==> config.mk <==
export PLATFORM = sky130hd
export DESIGN_NAME = fp_add_unpack_stage
export DESIGN_NICKNAME = d
export VERILOG_FILES = /design/src/rtl/fp_add_unpack_stage.sv
export SDC_FILE = /design/constraint.sdc
export NUM_CORES = 1
export LEC_CHECK = 0
export CORE_MARGIN = 2
export CORE_UTILIZATION = 51
export CTS_CLUSTER_SIZE = 16
export DETAILED_ROUTE_END_ITERATION = 8
export PLACE_DENSITY = 0.85
export SLEW_MARGIN = 20
export SYNTH_ARGS = -nofsm -noshare
export SYNTH_HDL_FRONTEND = slang
export SYNTH_SLANG_ARGS = --single-unit
==> constraint.sdc <==
create_clock -name clk -period 5.26 [get_ports clk]
set_input_delay 1.578 -clock clk [delete_from_list [all_inputs] [get_ports clk]]
set_output_delay 1.578 -clock clk [all_outputs]
set_load 0.005 [all_outputs]
==> src/rtl/fp_add_unpack_stage.sv <==
// FP adder front stage: decodes two packed operands, orders them by magnitude
// and presents the result behind a 2-entry valid/ready skid buffer.
module fp_add_unpack_stage #(
    parameter int EXP_W = 8,
    parameter int MAN_W = 23
) (
    input  logic                   clk,
    input  logic                   rst_n,
    input  logic                   in_valid,
    output logic                   in_ready,
    input  logic [EXP_W+MAN_W:0]   in_a,
    input  logic [EXP_W+MAN_W:0]   in_b,
    input  logic                   in_sub,
    output logic                   out_valid,
    input  logic                   out_ready,
    output logic                   op_1_s,
    output logic                   op_2_s,
    output logic                   op_1_NaN,
    output logic                   op_2_NaN,
    output logic                   op_1_inf,
    output logic                   op_2_inf,
    output logic                   op_1_zero,
    output logic                   op_2_zero,
    output logic [EXP_W-1:0]       op_1_e,
    output logic [EXP_W-1:0]       op_2_e,
    output logic [MAN_W:0]         op_1_m,
    output logic [MAN_W:0]         op_2_m,
    output logic [EXP_W-1:0]       exp_diff,
    output logic                   swap
);
    localparam int W = 1 + EXP_W + MAN_W;

    typedef struct packed {
        logic             s;
        logic             nan;
        logic             inf;
        logic             zero;
        logic [EXP_W-1:0] e;
        logic [MAN_W:0]   m;
    } dec_t;

    typedef struct packed {
        dec_t             op1;
        dec_t             op2;
        logic [EXP_W-1:0] exp_diff;
        logic             swap;
    } pair_t;

    typedef enum logic [1:0] {EMPTY, ONE, TWO} state_t;

    function automatic dec_t decode(input logic s, input logic [EXP_W-1:0] e,
                                    input logic [MAN_W-1:0] m);
        dec_t d;
        d.s    = s;
        d.nan  = (&e) & (|m);
        d.inf  = (&e) & ~(|m);
        d.zero = ~(|e) & ~(|m);
        d.e    = (|e) ? e : EXP_W'(1);
        d.m    = {|e, m};
        return d;
    endfunction

    dec_t   dec_a, dec_b;
    pair_t  in_pair;
    logic   b_gt_a;

    // Raw {e,m} compare orders denormals, NaN and inf consistently with normals.
    always_comb begin
        dec_a   = decode(in_a[W-1], in_a[W-2:MAN_W], in_a[MAN_W-1:0]);
        dec_b   = decode(in_b[W-1] ^ in_sub, in_b[W-2:MAN_W], in_b[MAN_W-1:0]);
        b_gt_a  = in_b[W-2:0] > in_a[W-2:0];
        in_pair.swap     = b_gt_a;
        in_pair.op1      = b_gt_a ? dec_b : dec_a;
        in_pair.op2      = b_gt_a ? dec_a : dec_b;
        in_pair.exp_diff = in_pair.op1.e - in_pair.op2.e;
    end

    state_t state_q, state_d;
    pair_t  main_q, main_d, skid_q, skid_d;
    logic   in_ready_q, in_ready_d;
    logic   out_valid_q, out_valid_d;
    logic   in_fire, out_fire;

    always_comb begin
        in_fire  = in_valid & in_ready_q;
        out_fire = out_valid_q & out_ready;
        state_d  = state_q;
        main_d   = main_q;
        skid_d   = skid_q;
        case (state_q)
            EMPTY: if (in_fire) begin
                main_d  = in_pair;
                state_d = ONE;
            end
            ONE: begin
                if (in_fire && out_ready) begin
                    main_d = in_pair;
                end else if (in_fire) begin
                    skid_d  = in_pair;
                    state_d = TWO;
                end else if (out_ready) begin
                    state_d = EMPTY;
                end
            end
            TWO: if (out_fire) begin
                main_d  = skid_q;
                state_d = ONE;
            end
            default: state_d = EMPTY;
        endcase
        // Handshake flags come straight from flops so in_ready never sees out_ready.
        in_ready_d  = (state_d != TWO);
        out_valid_d = (state_d != EMPTY);
    end

    always_ff @(posedge clk or negedge rst_n) begin
        if (!rst_n) begin
            state_q     <= EMPTY;
            main_q      <= '0;
            skid_q      <= '0;
            in_ready_q  <= 1'b1;
            out_valid_q <= 1'b0;
        end else begin
            state_q     <= state_d;
            main_q      <= main_d;
            skid_q      <= skid_d;
            in_ready_q  <= in_ready_d;
            out_valid_q <= out_valid_d;
        end
    end

    assign in_ready  = in_ready_q;
    assign out_valid = out_valid_q;
    assign op_1_s    = main_q.op1.s;
    assign op_2_s    = main_q.op2.s;
    assign op_1_NaN  = main_q.op1.nan;
    assign op_2_NaN  = main_q.op2.nan;
    assign op_1_inf  = main_q.op1.inf;
    assign op_2_inf  = main_q.op2.inf;
    assign op_1_zero = main_q.op1.zero;
    assign op_2_zero = main_q.op2.zero;
    assign op_1_e    = main_q.op1.e;
    assign op_2_e    = main_q.op2.e;
    assign op_1_m    = main_q.op1.m;
    assign op_2_m    = main_q.op2.m;
    assign exp_diff  = main_q.exp_diff;
    assign swap      = main_q.swap;

endmodule

After elaboration in Yosys (flattened, before gate mapping)
Index checks and enable logic that the tools add are counted.
W data, S select, Z words.
{"block": "classes", "addsub": 1, "n_mul": 0, "n_div": 0, "magnitude_cmp": 1, "n_eq_ne": 6, "shift": 0, "mux": 14, "bitwise": 14, "reduce_logical": 12}
{"operator": "$mux W81", "n": 3}
{"operator": "$pmux W81 S3", "n": 1}
{"operator": "$mux W36", "n": 2}
{"operator": "$reduce_or A23 Y1", "n": 2}
{"operator": "$gt A31 B31 Y1", "n": 1}
{"operator": "$mux W8", "n": 2}
{"operator": "$reduce_and A8 Y1", "n": 2}
{"operator": "$reduce_or A8 Y1", "n": 2}
{"operator": "$mux W2", "n": 5}
{"operator": "$and A1 B1 Y1", "n": 8}
{"operator": "$ne A2 B2 Y1 const B", "n": 4}
{"operator": "$sub A8 B8 Y8", "n": 1}
{"operator": "$pmux W2 S3", "n": 1}
{"operator": "$not A1 Y1", "n": 5}
{"operator": "$reduce_and A4 Y1", "n": 1}
{"operator": "$reduce_and A3 Y1", "n": 1}
{"operator": "$reduce_bool A3 Y1", "n": 1}
{"operator": "$eq A2 B1 Y1 const B", "n": 1}
{"operator": "$eq A2 B2 Y1 const B", "n": 1}
{"operator": "$logic_not A2 Y1", "n": 1}
{"operator": "$reduce_bool A2 Y1", "n": 1}
{"operator": "$logic_and A1 B1 Y1", "n": 1}
{"operator": "$xor A1 B1 Y1", "n": 1}
{"block": "word_totals", "regBits": 166, "latch_bits": 0, "ramBits": 0, "romBits": 0, "in_bits": 69, "memories": 0}

Longest topological paths before layout
Gate-level depths: netlist (run 1).
{"block": "depth", "ltp_word": 7, "depth_mapped": 18, "ltp_nobuf": 17}

Least setup slack after synthesis (run 1)
OpenSTA, ideal clock, no wires.
{"block": "synth_path", "path_kind": "input to register", "from": "in in_a[14]", "to": "reg main_q, in the netlist exp_diff[7]", "t_arrival_ns": 4.890, "path_slack_ns": 0.240, "cell_stages": 18, "path_buffers": 1, "path_cell_list": "inv_1 ha_1 nand4_1 or4_1 nor2b_1 a21oi_1 a31oi_4 buf_4 mux2i_1 inv_1 ha_1 nor2b_1 o21ai_0 a21boi_0 o21ai_0 a21oi_1 nor4b_1 nor3_1"}
{"item": "from (decl)", "line_no": "11", "source": "input logic [EXP_W+MAN_W:0] in_a,"}
{"item": "to (signal assigned)", "line_no": "125", "source": "main_q <= main_d;"}
{"item": "to (decl)", "line_no": "79", "source": "pair_t main_q, main_d, skid_q, skid_d;"}

Worst setup path after layout (run 1)
{"block": "layout_path", "from": "in in_a[1]", "to": "reg skid_q[7] (netlist name)"}
{"block": "layout_via", "elab_chain_len": 3}
{"item": "$gt A31 B31 Y1 (*)", "line_no": "71", "source": "b_gt_a = in_b[W-2:0] > in_a[W-2:0];"}
{"item": "$mux W36 (on tied branches)", "line_no": "73, 74"}
{"item": "$sub A8 B8 Y8 (*)", "line_no": "75", "source": "in_pair.exp_diff = in_pair.op1.e - in_pair.op2.e;"}
{"item": "to (signal assigned)", "line_no": "126", "source": "skid_q <= skid_d;"}
{"item": "to (decl)", "line_no": "79"}
Mark *: on every way between the ends. The rest lies on a longest branch, timed or not.
A chain may end at the register's enable or synchronous reset.

==> results of run 1 <==
==> cell families (layout without fill, tap and decap cells) <==
family	Yosys count	in the layout	share of synthesized area (%)
adders and majority gates	39	39	5.683
and+or+nand+nor	282	282	15.96
buffers and inverters	101	334	4.980
DFF	166	166	47.66
muxes	70	70	8.065
AOI/OAI and AO/OA	274	274	16.95
xor gates and xnor gates	7	7	0.7032
==> where the power goes <==
group / internal, uW / switching (uW) / leakage [uW]
sequential: 1870 / 357 / 0.00198
clock: 841 / 542 / 0.000303
combinational: 1150 / 1210 / 0.00307
==> synthesized netlist by cell type, types with 5 or more instances <==
cell        n
dfrtp_1   165
o21ai_0   109
nand2_1   108
a21oi_1    94
mux2i_1    68
or3_1      61
clkbuf_1   48
inv_1      41
o21ai_1    40
ha_1       38
nor2_1     32
nor3_1     21
nor4_1     14
nand4_1    13
nor2b_1     9
a221o_1     7
buf_6       6
xor2_1      6
and3_1      5
nand2b_1    5
nand3_1     5
==> routing by layer <==
layer,up-vias,part of all wire [%],global-route usage [%],wire (um)
li1,3793,-,-,-
met1,3995,39,38.73,10630
met2,430,48,48.05,13040
met3,69,9.1,7.357,2456
met4,0,3.0,10.76,795
met5,-,0,0,0
==> timing repair <==
item                                    4_1_cts  5_1_grt
endpoints found under the setup margin        6        9
gates resized for setup                       2       24
buffers inserted                              2        1
hold buffers                                  0        0
pin swaps                                     1       10
==> area by class of cell <==
| cell class | instances | area [um^2] |
|---|---|---|
| Fill cell | 1183 | 4763 |
| Multi-Input combinational cell | 672 | 4272 |
| Sequential cell | 166 | 4155 |
| Timing Repair Buffer | 261 | 2385 |
| Clock buffer | 19 | 432.9 |
| Tap cell | 220 | 275.3 |
| Clock inverter | 13 | 205.2 |
| Inverter | 41 | 153.9 |
==> path summary, 6_finish.rpt <==
check	from	end	slack [ns]	cells after the start
worst max register to register	state_q[1]$_DFF_PN0_	swap$_DFFE_PN0P_	2.49	6
worst max-delay path	in_a[1]	skid_q[7]$_DFFE_PN0P_	0.003	19
max in group asynchronous	rst_n	in_ready$_DFF_PN1_	3.10	2
worst min register to register	skid_q[37]$_DFFE_PN0P_	skid_q[37]$_DFFE_PN0P_	0.48	2
min in group asynchronous	rst_n	op_1_e[6]$_DFFE_PN0P_	1.27	1
worst min-delay path	skid_q[37]$_DFFE_PN0P_	skid_q[37]$_DFFE_PN0P_	0.48	2
==> state kept, by name (all words and copies together) (netlist names) <==
register and cells:
op_2_zero 1, op_1_NaN 1, skid_q 81, in_ready 1, out_valid 1, swap 1, op_2_e 8, op_1_e 8
op_1_s 1, op_1_inf 1, state_q 2, op_2_m 24, op_2_inf 1, op_1_zero 1, exp_diff 8, op_1_m 24
op_2_s 1, op_2_NaN 1
==> stage by stage <==
step / util [%] / worst slack, ns / hold slack [ns] / area [um^2]
finish: 71.38 / 0.002843 / 0.4798 / 11880
global route: 71.38 / -0.1630 / 0.4996 / 11880
CTS: 70.72 / 0.02262 / 0.4762 / 11770
detailed placement: 66.70 / -0.4857 / 0.4618 / 11100
global placement: 66.70 / -0.3286 / 0.4539 / 11100
floorplan: - / 0.2400 / 0.4418 / 8718
==> critical path, delay by kind of cell <==
family	cells	cell delay, ns
buffers and inverters	3	0.69
xor gates and xnor gates	1	0.19
muxes	1	0.36
and+or+nand+nor	5	1.21
adders and majority gates	3	0.83
AOI/OAI and AO/OA	6	0.69
==> flow_metrics.py, run 1 <==
metrics = {
    "worst_hold_path": {
        "hold_path_class": "flop to flop",
    },
    "place": {
        "dp.cells": 1357,
        "place_congestion": 0.9143,
        "io_buffer_count": 151,
        "dp_hpwl_um": 17280,
    },
    "setup_path": {
        "arrival_ns": 5.54,
        "timing_worst_setup_path_type": "input pin to flop",
        "path_max_fanout": 7,
        "start_kind": "input pin",
        "max_stage_delay_ns": 0.56,
        "cp_cell_sequence": "clkdlybuf4s50_1 -> inv_1 -> ha_1 -> nand4_1 -> or4_4 -> nor2b_1 -> a21oi_1 -> a31oi_4 -> buf_12 -> mux2_2 -> ha_2 -> fa_2 -> nor2b_1 -> o21ai_1 -> nand2b_1 -> a21o_1 -> a21oi_2 -> xor2_1 -> o21ai_1",
        "crit_slowest_cell": "or4_4",
        "end_kind": "flop",
        "cp.required_ns": 5.55,
    },
    "clocking": {
        "clk_latency_ns": 0.44,
        "tritoncts": "yes",
        "cts_buffers": 17,
        "clock-sinks": 166,
        "clockBufferDepth": 2,
        "htreeDepth": 4,
        "clock-root-buffer": "clkbuf_16",
        "clkTransAtPathRegs_ns": 0.07,
    },
    "power_and_ir_drop": {
        "powerDensity_nw_per_um2": 503.3,
        "p_leak_uw": 0.005354,
        "irDropWorstVdd_uv": 299.8,
        "totalPowerFinal_uw": 5979,
    },
    "die": {
        "coreArea_um2": 16640,
        "die-height_um": 134.7,
        "fp.dieArea_um2": 18160,
        "start_util_pct": 52.39,
        "io_pins": 152,
        "chipWidth_um": 134.7,
        "rows": 47,
    },
    "sta": {
        "clock_skew_ns": 0.007978,
        "setup_viol": 0,
        "tightest_slew_ns": 1.152,
        "timing.fmax_mhz": 190.2,
        "min_period_over_period_pct": 99.95,
        "setup-tns-final_ns": 0,
        "relSlewSlack_pct": 23.19,
        "finalHoldViolCount": 0,
        "drv_slew": 0,
        "post-route-min-period_ns": 5.257,
    },
    "routing": {
        "wire_per_inst_um": 19.33,
        "vias": 8287,
        "drc": 0,
        "vias_per_cell": 5.953,
        "ant_nets": 0,
        "dr.pass1.iters": 7,
        "wirelength_um": 26910,
        "drt-initial-drc-count": 742,
    },
    "logic_synthesis": {
        "ys_types": 45,
        "synth_area_um2": 8718,
        "syn_avg_cell_area_um2": 9.285,
        "yosys_register_bits": 166,
        "yosysSeqAreaShare_pct": 47.66,
        "synth_top_area_cell": "dfrtp_1",
        "ys_top_cells_by_area": "dfrtp_1 (47%), mux2i_1 (7.8%), o21ai_0 (6.3%)",
        "yosysTopAreaCellShare_pct": 47.36,
        "synthCells": 939,
        "async_flop_share_pct": 100.0,
        "yosys_warnings": 0,
        "synth-edff-count": 0,
        "synth_nets": 1047,
        "synth_ff_type": "dfrtp_1",
    },
    "job": {
        "drv_cap": 0,
    },
    "global_route": {
        "grt_antenna_before_repair": 0,
        "grt_pass1_wl_um": 42190,
        "grt_pass1_vias": 8099,
        "grt_start_max_net_pins": 110,
        "grt_usage_pct": 29.62,
        "grt_remaining_overflow": 0,
    },
    "final_layout": {
        "drive_gt1_share_pct": 14.68,
        "antennaDiodeCount": 0,
        "layout_common_cells": "dfrtp_1 (165), clkdlybuf4s50_1 (149), nand2_1 (107)",
        "layout.cells.non_filler": 1392,
        "final_common_cell": "dfrtp_1",
        "fin_nets": 1267,
        "syn_to_final_growth_pct": 36.25,
    },
    "outcome": {
        "status": "finished clean",
    },
}
Power figures use the tool's default switching activity.
==> run 2, diff against run 1 <==
--- a/config.mk
+++ b/config.mk
@@ -10,6 +10,7 @@
 export CTS_CLUSTER_SIZE = 16
 export DETAILED_ROUTE_END_ITERATION = 8
 export PLACE_DENSITY = 0.85
+export SETUP_SLACK_MARGIN = 0.4
 export SLEW_MARGIN = 20
 export SYNTH_ARGS = -nofsm -noshare
 export SYNTH_HDL_FRONTEND = slang
==> run 2 against run 1 <==
  * Sequential share of layout area fell by 0.87 points
  * Power barely moved
  * Fmax rose by 6.7%
  * Die area did not move
  * Final cell count rose by 0.22%
  * Routed wire length rose by 5.7%
  * Sequential power barely moved
  * Critical path depth did not move
  * Clock skew rose by 0.00063 ns
  * Register-to-register slack improved by 0.02 ns
  * Utilization rose by 1.8 points
  * Critical path type unchanged
  * Largest power group unchanged
==> flow_metrics.py, run 2 (synthesized netlist as in run 1, its figures left out) <==
metrics = {
    "worst_hold_path": {
        "hold-path-endpoint": "skid_q[58]$_DFFE_PN0P_",
        "hold_path_class": "flop to flop",
        "min_path_cells": 2,
        "hp-start": "skid_q[58]$_DFFE_PN0P_",
    },
    "routing": {
        "ant_nets": 0,
        "drt-initial-drc-count": 856,
        "vias_per_cell": 6.151,
        "wirelength_um": 28460,
        "dr.pass1.iters": 6,
        "drc": 0,
        "wire_per_inst_um": 20.40,
        "vias": 8580,
    },
    "sta": {
        "setup_viol": 0,
        "rsz0062_at_grt": "no",
        "timing.fmax_mhz": 203.0,
        "tightest_slew_ns": 1.027,
        "timing.final.ws_setup_ns": 0.3340,
        "relSlewSlack_pct": 30.98,
        "drv_slew": 0,
        "min_period_over_period_pct": 93.65,
        "post-route-min-period_ns": 4.926,
        "finalHoldViolCount": 0,
        "clock_skew_ns": 0.008610,
    },
    "die": {
        "coreArea_um2": 16640,
        "start_util_pct": 52.39,
        "die-height_um": 134.7,
        "fp.dieArea_um2": 18160,
        "chipWidth_um": 134.7,
        "io_pins": 152,
        "rows": 47,
    },
    "setup_path": {
        "end_kind": "flop",
        "cp.required_ns": 5.56,
        "cp_cell_sequence": "clkdlybuf4s15_1 -> inv_1 -> ha_1 -> nand4_1 -> nor4_4 -> nor2b_2 -> a21oi_2 -> a31oi_4 -> buf_12 -> buf_8 -> mux2i_4 -> inv_1 -> ha_1 -> o21ai_1 -> nand2b_1 -> a21o_1 -> a21oi_2 -> xor2_2 -> o21ai_1",
        "path_max_fanout": 8,
        "start_kind": "input pin",
        "reg2reg_from": "state_q[1]$_DFF_PN0_",
        "rr_endpoint": "op_1_inf$_DFFE_PN0P_",
        "timing_worst_setup_path_type": "input pin to flop",
        "crit_slowest_cell": "nor4_4",
        "rr_worst_depth": 5,
        "rrSetupSlack_ns": 2.51,
        "max_stage_delay_ns": 0.39,
        "arrival_ns": 5.23,
    },
    "clocking": {
        "clock-sinks": 166,
        "htreeDepth": 4,
        "tritoncts": "yes",
        "clk_latency_ns": 0.44,
        "clkTransAtPathRegs_ns": 0.07,
        "clock-root-buffer": "clkbuf_16",
        "clockBufferDepth": 2,
        "cts_buffers": 17,
    },
    "final_layout": {
        "fin_nets": 1269,
        "drive_gt1_share_pct": 18.91,
        "final_common_cell": "dfrtp_1",
        "syn_to_final_growth_pct": 39.71,
        "largest-register": "skid_q",
        "layout.cells.non_filler": 1395,
        "largest_reg_flops": 81,
        "layout_common_cells": "dfrtp_1 (165), nand2_1 (107), buf_4 (107)",
    },
    "place": {
        "place_ws_ns": -0.3485,
        "dp_hpwl_um": 17560,
        "io_buffer_count": 151,
        "dp.cells": 1352,
        "place_congestion": 0.9513,
    },
    "job": {
        "drv_cap": 0,
    },
    "power_and_ir_drop": {
        "p_leak_uw": 0.005572,
        "irDropWorstVdd_uv": 290.4,
        "powerDensity_nw_per_um2": 490.4,
        "totalPowerFinal_uw": 5973,
    },
    "global_route": {
        "grt_pass1_vias": 8256,
        "grt_antenna_before_repair": 1,
        "grt_usage_pct": 30.04,
        "grt_remaining_overflow": 0,
        "grt_start_max_net_pins": 105,
        "grt_pass1_wl_um": 42550,
    },
    "outcome": {
        "status": "finished clean",
    },
}
## run 2: cell types whose count changed in the layout (fill, tap and decap cells not counted), sizes merged, moves of 3 or more
cell           change
clkbuf             +3
clkdlybuf4s15      +5
buf                +3
inv                +6
clkdlybuf4s50     -60
clkinv             -3
dlymetal6s2s      +17
dlygate4sd2       +32
## run 2: power breakdown
part	leakage (uW)	internal, uW	switching [uW]
registers	0.00198	1870	366
clock network	0.000289	759	565
logic	0.00330	1170	1250
## run 2: how the worst max path moves through the flow
stage	startpoint	slack (ns)	to	depth (start not counted)
CTS	in_a[20]	0.40	exp_diff[6]$_DFFE_PN0P_	19
detailed placement	in_a[10]	-0.35	skid_q[7]$_DFFE_PN0P_	19
global route	in_a[22]	0.26	exp_diff[6]$_DFFE_PN0P_	19
finish	in_a[22]	0.33	exp_diff[6]$_DFFE_PN0P_	19
floorplan	in_a[14]	0.40	skid_q[7]$_DFFE_PN0P_	18
global placement	in_a[13]	-0.21	exp_diff[6]$_DFFE_PN0P_	19
## run 2: final cells by class
class | instances | area [um^2]
Sequential cell | 166 | 4155
Clock buffer | 17 | 425.4
Clock inverter | 15 | 192.7
Inverter | 41 | 153.9
Fill cell | 1091 | 4462
Timing Repair Buffer | 263 | 2369
Multi-Input combinational cell | 672 | 4607
Antenna cell | 1 | 2.502
Tap cell | 220 | 275.3
## run 2: per-layer routing
metal | part of all wire, % | vias up | track usage [%]
li1 | - | 3787 | -
met1 | 39 | 4175 | 39.53
met2 | 49 | 528 | 49.41
met3 | 8.7 | 90 | 6.532
met4 | 3.4 | 0 | 10.35
met5 | 0 | - | 0
## run 2: metrics by stage
| stage | TNS [ns] | hold WS (ns) | cell area, um^2 | util [%] |
|---|---|---|---|---|
| floorplan | 0 | 0.4418 | 8747 | - |
| global placement | -2.731 | 0.4542 | 11090 | 66.61 |
| detailed placement | -9.109 | 0.4620 | 11090 | 66.61 |
| CTS | 0 | 0.4787 | 11970 | 71.95 |
| global route | 0 | 0.5007 | 12180 | 73.19 |
| finish | 0 | 0.4792 | 12180 | 73.19 |
## run 2: repair_timing
item                                    in CTS  in global routing
gates resized for setup                     88                 62
hold buffers                                 0                  0
gates cloned                                 0                  0
pin swaps                                   24                 18
setup buffers                               10                  0
endpoints found under the setup margin      68                 72
## run 2: worst max-delay path: cells and delay by family
family                     cells  cell delay (ns)
AOI/OAI and AO/OA              6             0.83
and+or+nand+nor                4             0.95
buffers and inverters          5             0.75
xor gates and xnor gates       1             0.18
adders and majority gates      2             0.63
muxes                          1             0.29
==> run 3, diff against run 2 <==
--- a/config.mk
+++ b/config.mk
@@ -5,7 +5,7 @@
 export SDC_FILE = /design/constraint.sdc
 export NUM_CORES = 1
 export LEC_CHECK = 0
-export CORE_MARGIN = 2
+export CORE_MARGIN = 3
 export CORE_UTILIZATION = 51
 export CTS_CLUSTER_SIZE = 16
 export DETAILED_ROUTE_END_ITERATION = 8
==> run 3 against run 2 <==
  * Non-clock buffer count up 6
  * Critical path depth unchanged
  * Via count down 2.5%
  * Sequential power about the same
==> flow_metrics.py, run 3 (synthesized netlist as in run 1, its figures left out) <==
metrics = {
    "outcome": {
        "status": "finished clean",
    },
    "sta": {
        "relSlewSlack_pct": 25.58,
        "clock_skew_ns": 0.008875,
        "setup-tns-final_ns": 0,
        "setup_viol": 0,
        "timing.fmax_mhz": 205.9,
        "tightest_slew_ns": 1.116,
        "drv_slew": 0,
        "finalHoldViolCount": 0,
        "min_period_over_period_pct": 92.34,
        "rsz0062_at_grt": "no",
        "post-route-min-period_ns": 4.857,
    },
    "setup_path": {
        "cp.required_ns": 5.54,
        "start_kind": "input pin",
        "startpoint": "in_a[12]",
        "reg2reg_from": "state_q[0]$_DFF_PN0_",
        "crit_slowest_cell": "or4_4",
        "max_stage_delay_ns": 0.51,
        "path_max_fanout": 6,
        "timing_worst_setup_path_type": "input pin to flop",
        "rr_endpoint": "op_2_s$_DFFE_PN0P_",
        "arrival_ns": 5.14,
        "rr_worst_depth": 7,
        "cp_cell_sequence": "clkdlybuf4s15_1 -> inv_2 -> ha_4 -> nand4_1 -> or4_4 -> nor2b_4 -> a21oi_2 -> a31oi_4 -> buf_12 -> mux2i_4 -> inv_1 -> ha_4 -> nor2b_2 -> o21ai_1 -> nand2b_1 -> a21o_1 -> a21oi_2 -> xor2_1 -> o21ai_1",
        "end_kind": "flop",
        "rrSetupSlack_ns": 2.60,
    },
    "final_layout": {
        "layout_common_cells": "dfrtp_1 (165), buf_4 (115), nand2_1 (107)",
        "final_common_cell": "dfrtp_1",
        "final-seq-area_um2": 4155,
        "syn_to_final_growth_pct": 39.35,
        "drive_gt1_share_pct": 20.90,
        "largest_reg_flops": 81,
        "multi_input_area_um2": 4606,
        "nFillCells": 1092,
        "fin_nets": 1275,
        "largest-register": "skid_q",
        "fin_area_um2": 12150,
    },
    "power_and_ir_drop": {
        "power.internal_uw": 3856,
        "p_switching_uw": 2106,
        "clkPwrFrac_pct": 22.2,
        "irDropWorstVdd_uv": 288.7,
        "p_leak_uw": 0.005571,
        "seqPwrFrac_pct": 37.4,
        "swShare_pct": 35.32,
        "totalPowerFinal_uw": 5962,
        "power_frac_comb_pct": 40.5,
        "powerDensity_nw_per_um2": 490.7,
    },
    "global_route": {
        "grt_usage_pct": 29.50,
        "grt_pass1_vias": 8328,
        "grt_antenna_before_repair": 1,
        "grt_pass1_wl_um": 43050,
        "grt_remaining_overflow": 0,
        "grt_start_max_net_pins": 108,
    },
    "die": {
        "chipWidth_um": 136.7,
        "start_util_pct": 52.39,
        "io_pins": 152,
        "die-height_um": 136.7,
        "coreArea_um2": 16640,
        "rows": 47,
        "fp.dieArea_um2": 18700,
    },
    "place": {
        "place_congestion": 0.8889,
        "dp_hpwl_um": 17610,
        "io_buffer_count": 151,
        "placed_cell_area_um2": 11100,
    },
    "routing": {
        "ant_nets": 0,
        "drt-initial-drc-count": 762,
        "dr.pass1.iters": 9,
        "wirelength_um": 27970,
        "wire_per_inst_um": 20.01,
        "vias_per_cell": 5.986,
        "vias": 8369,
        "drc": 0,
    },
    "worst_hold_path": {
        "hold-path-endpoint": "skid_q[8]$_DFFE_PN0P_",
        "hp-start": "skid_q[8]$_DFFE_PN0P_",
        "min_path_cells": 2,
        "hold_path_class": "flop to flop",
    },
    "clocking": {
        "clk_latency_ns": 0.43,
        "cts_buffers": 17,
        "clock-sinks": 166,
        "clkTransAtPathRegs_ns": 0.06,
        "cts_hold_buf": 0,
        "htreeDepth": 4,
        "tritoncts": "yes",
        "clockBufferDepth": 2,
        "clock-root-buffer": "clkbuf_16",
    },
    "job": {
        "drv_cap": 0,
    },
}
==> run 3: cell count changes in the layout (fill, tap and decap cells not counted), moves of 3 or more <==
cell | before | now
dlygate4sd2_1 | 32 | 6
clkbuf_2 | 6 | 25
buf_4 | 107 | 115
clkdlybuf4s15_1 | 5 | 10
inv_6 | 5 | 1
mux2i_1 | 61 | 57
mux2i_2 | 2 | 6
dlymetal6s2s_1 | 18 | 21
==> run 3: power by group through the flow <==
stage	Clock, uW	Sequential [uW]	Combinational (uW)
detailed placement	0	2230	2290
finish	1320	2230	2410
CTS	1320	2210	2370
floorplan	0	2150	1110
global route	1380	2280	2650
global placement	0	2200	2220
==> run 3: worst max-delay path, delay by kind of cell <==
kind,cells,cell delay (ns)
and+or+nand+nor,5,1.11
AOI/OAI and AO/OA,6,0.91
buffers and inverters,4,0.57
adders and majority gates,2,0.50
muxes,1,0.23
xor gates and xnor gates,1,0.22
==> run 3: final cells by class <==
class                           count  area share (%)
Antenna cell                        1         0.02060
Tap cell                          220           2.266
Timing Repair Buffer              269           19.32
Inverter                           41           1.267
Clock inverter                      8           1.226
Sequential cell                   166           34.20
Clock buffer                       21           3.790
Multi-Input combinational cell    672           37.91
==> run 3: per-layer routing <==
| layer | global-route usage [%] | routed length [um] |
|---|---|---|
| met5 | 0 | 9 |
| met3 | 7.059 | 2452 |
| met4 | 11.09 | 880 |
| met1 | 38.28 | 10970 |
| met2 | 48.17 | 13660 |
==> run 3: what timing repair did <==
item                                    in CTS  in global routing
buffers inserted                            11                  3
pin swaps                                   22                 22
gates resized for setup                     94                100
endpoints found under the setup margin      11                 32
==> run 3: worst max path at each step <==
stage | to | slack [ns]
after floorplan | skid_q[7]$_DFFE_PN0P_ | 0.40
after global placement | exp_diff[7]$_DFFE_PN0P_ | -0.26
after detailed placement | exp_diff[7]$_DFFE_PN0P_ | -0.36
after CTS | skid_q[7]$_DFFE_PN0P_ | 0.40
after global routing | skid_q[7]$_DFFE_PN0P_ | 0.27
final | skid_q[7]$_DFFE_PN0P_ | 0.40
==> run 3: metrics by stage <==
step / utilization [%] / hold WS, ns / setup WS [ns] / std cells
2_1_floorplan: - / 0.4418 / 0.4050 / 939
3_3_place_gp: 66.67 / 0.4543 / -0.2578 / 1354
3_5_place_dp: 66.67 / 0.4634 / -0.3617 / 1354
4_1_cts: 72.26 / 0.4770 / 0.4038 / 1394
5_1_grt: 72.99 / 0.4970 / 0.2740 / 1397
6_report: 73.00 / 0.4741 / 0.4028 / 1398
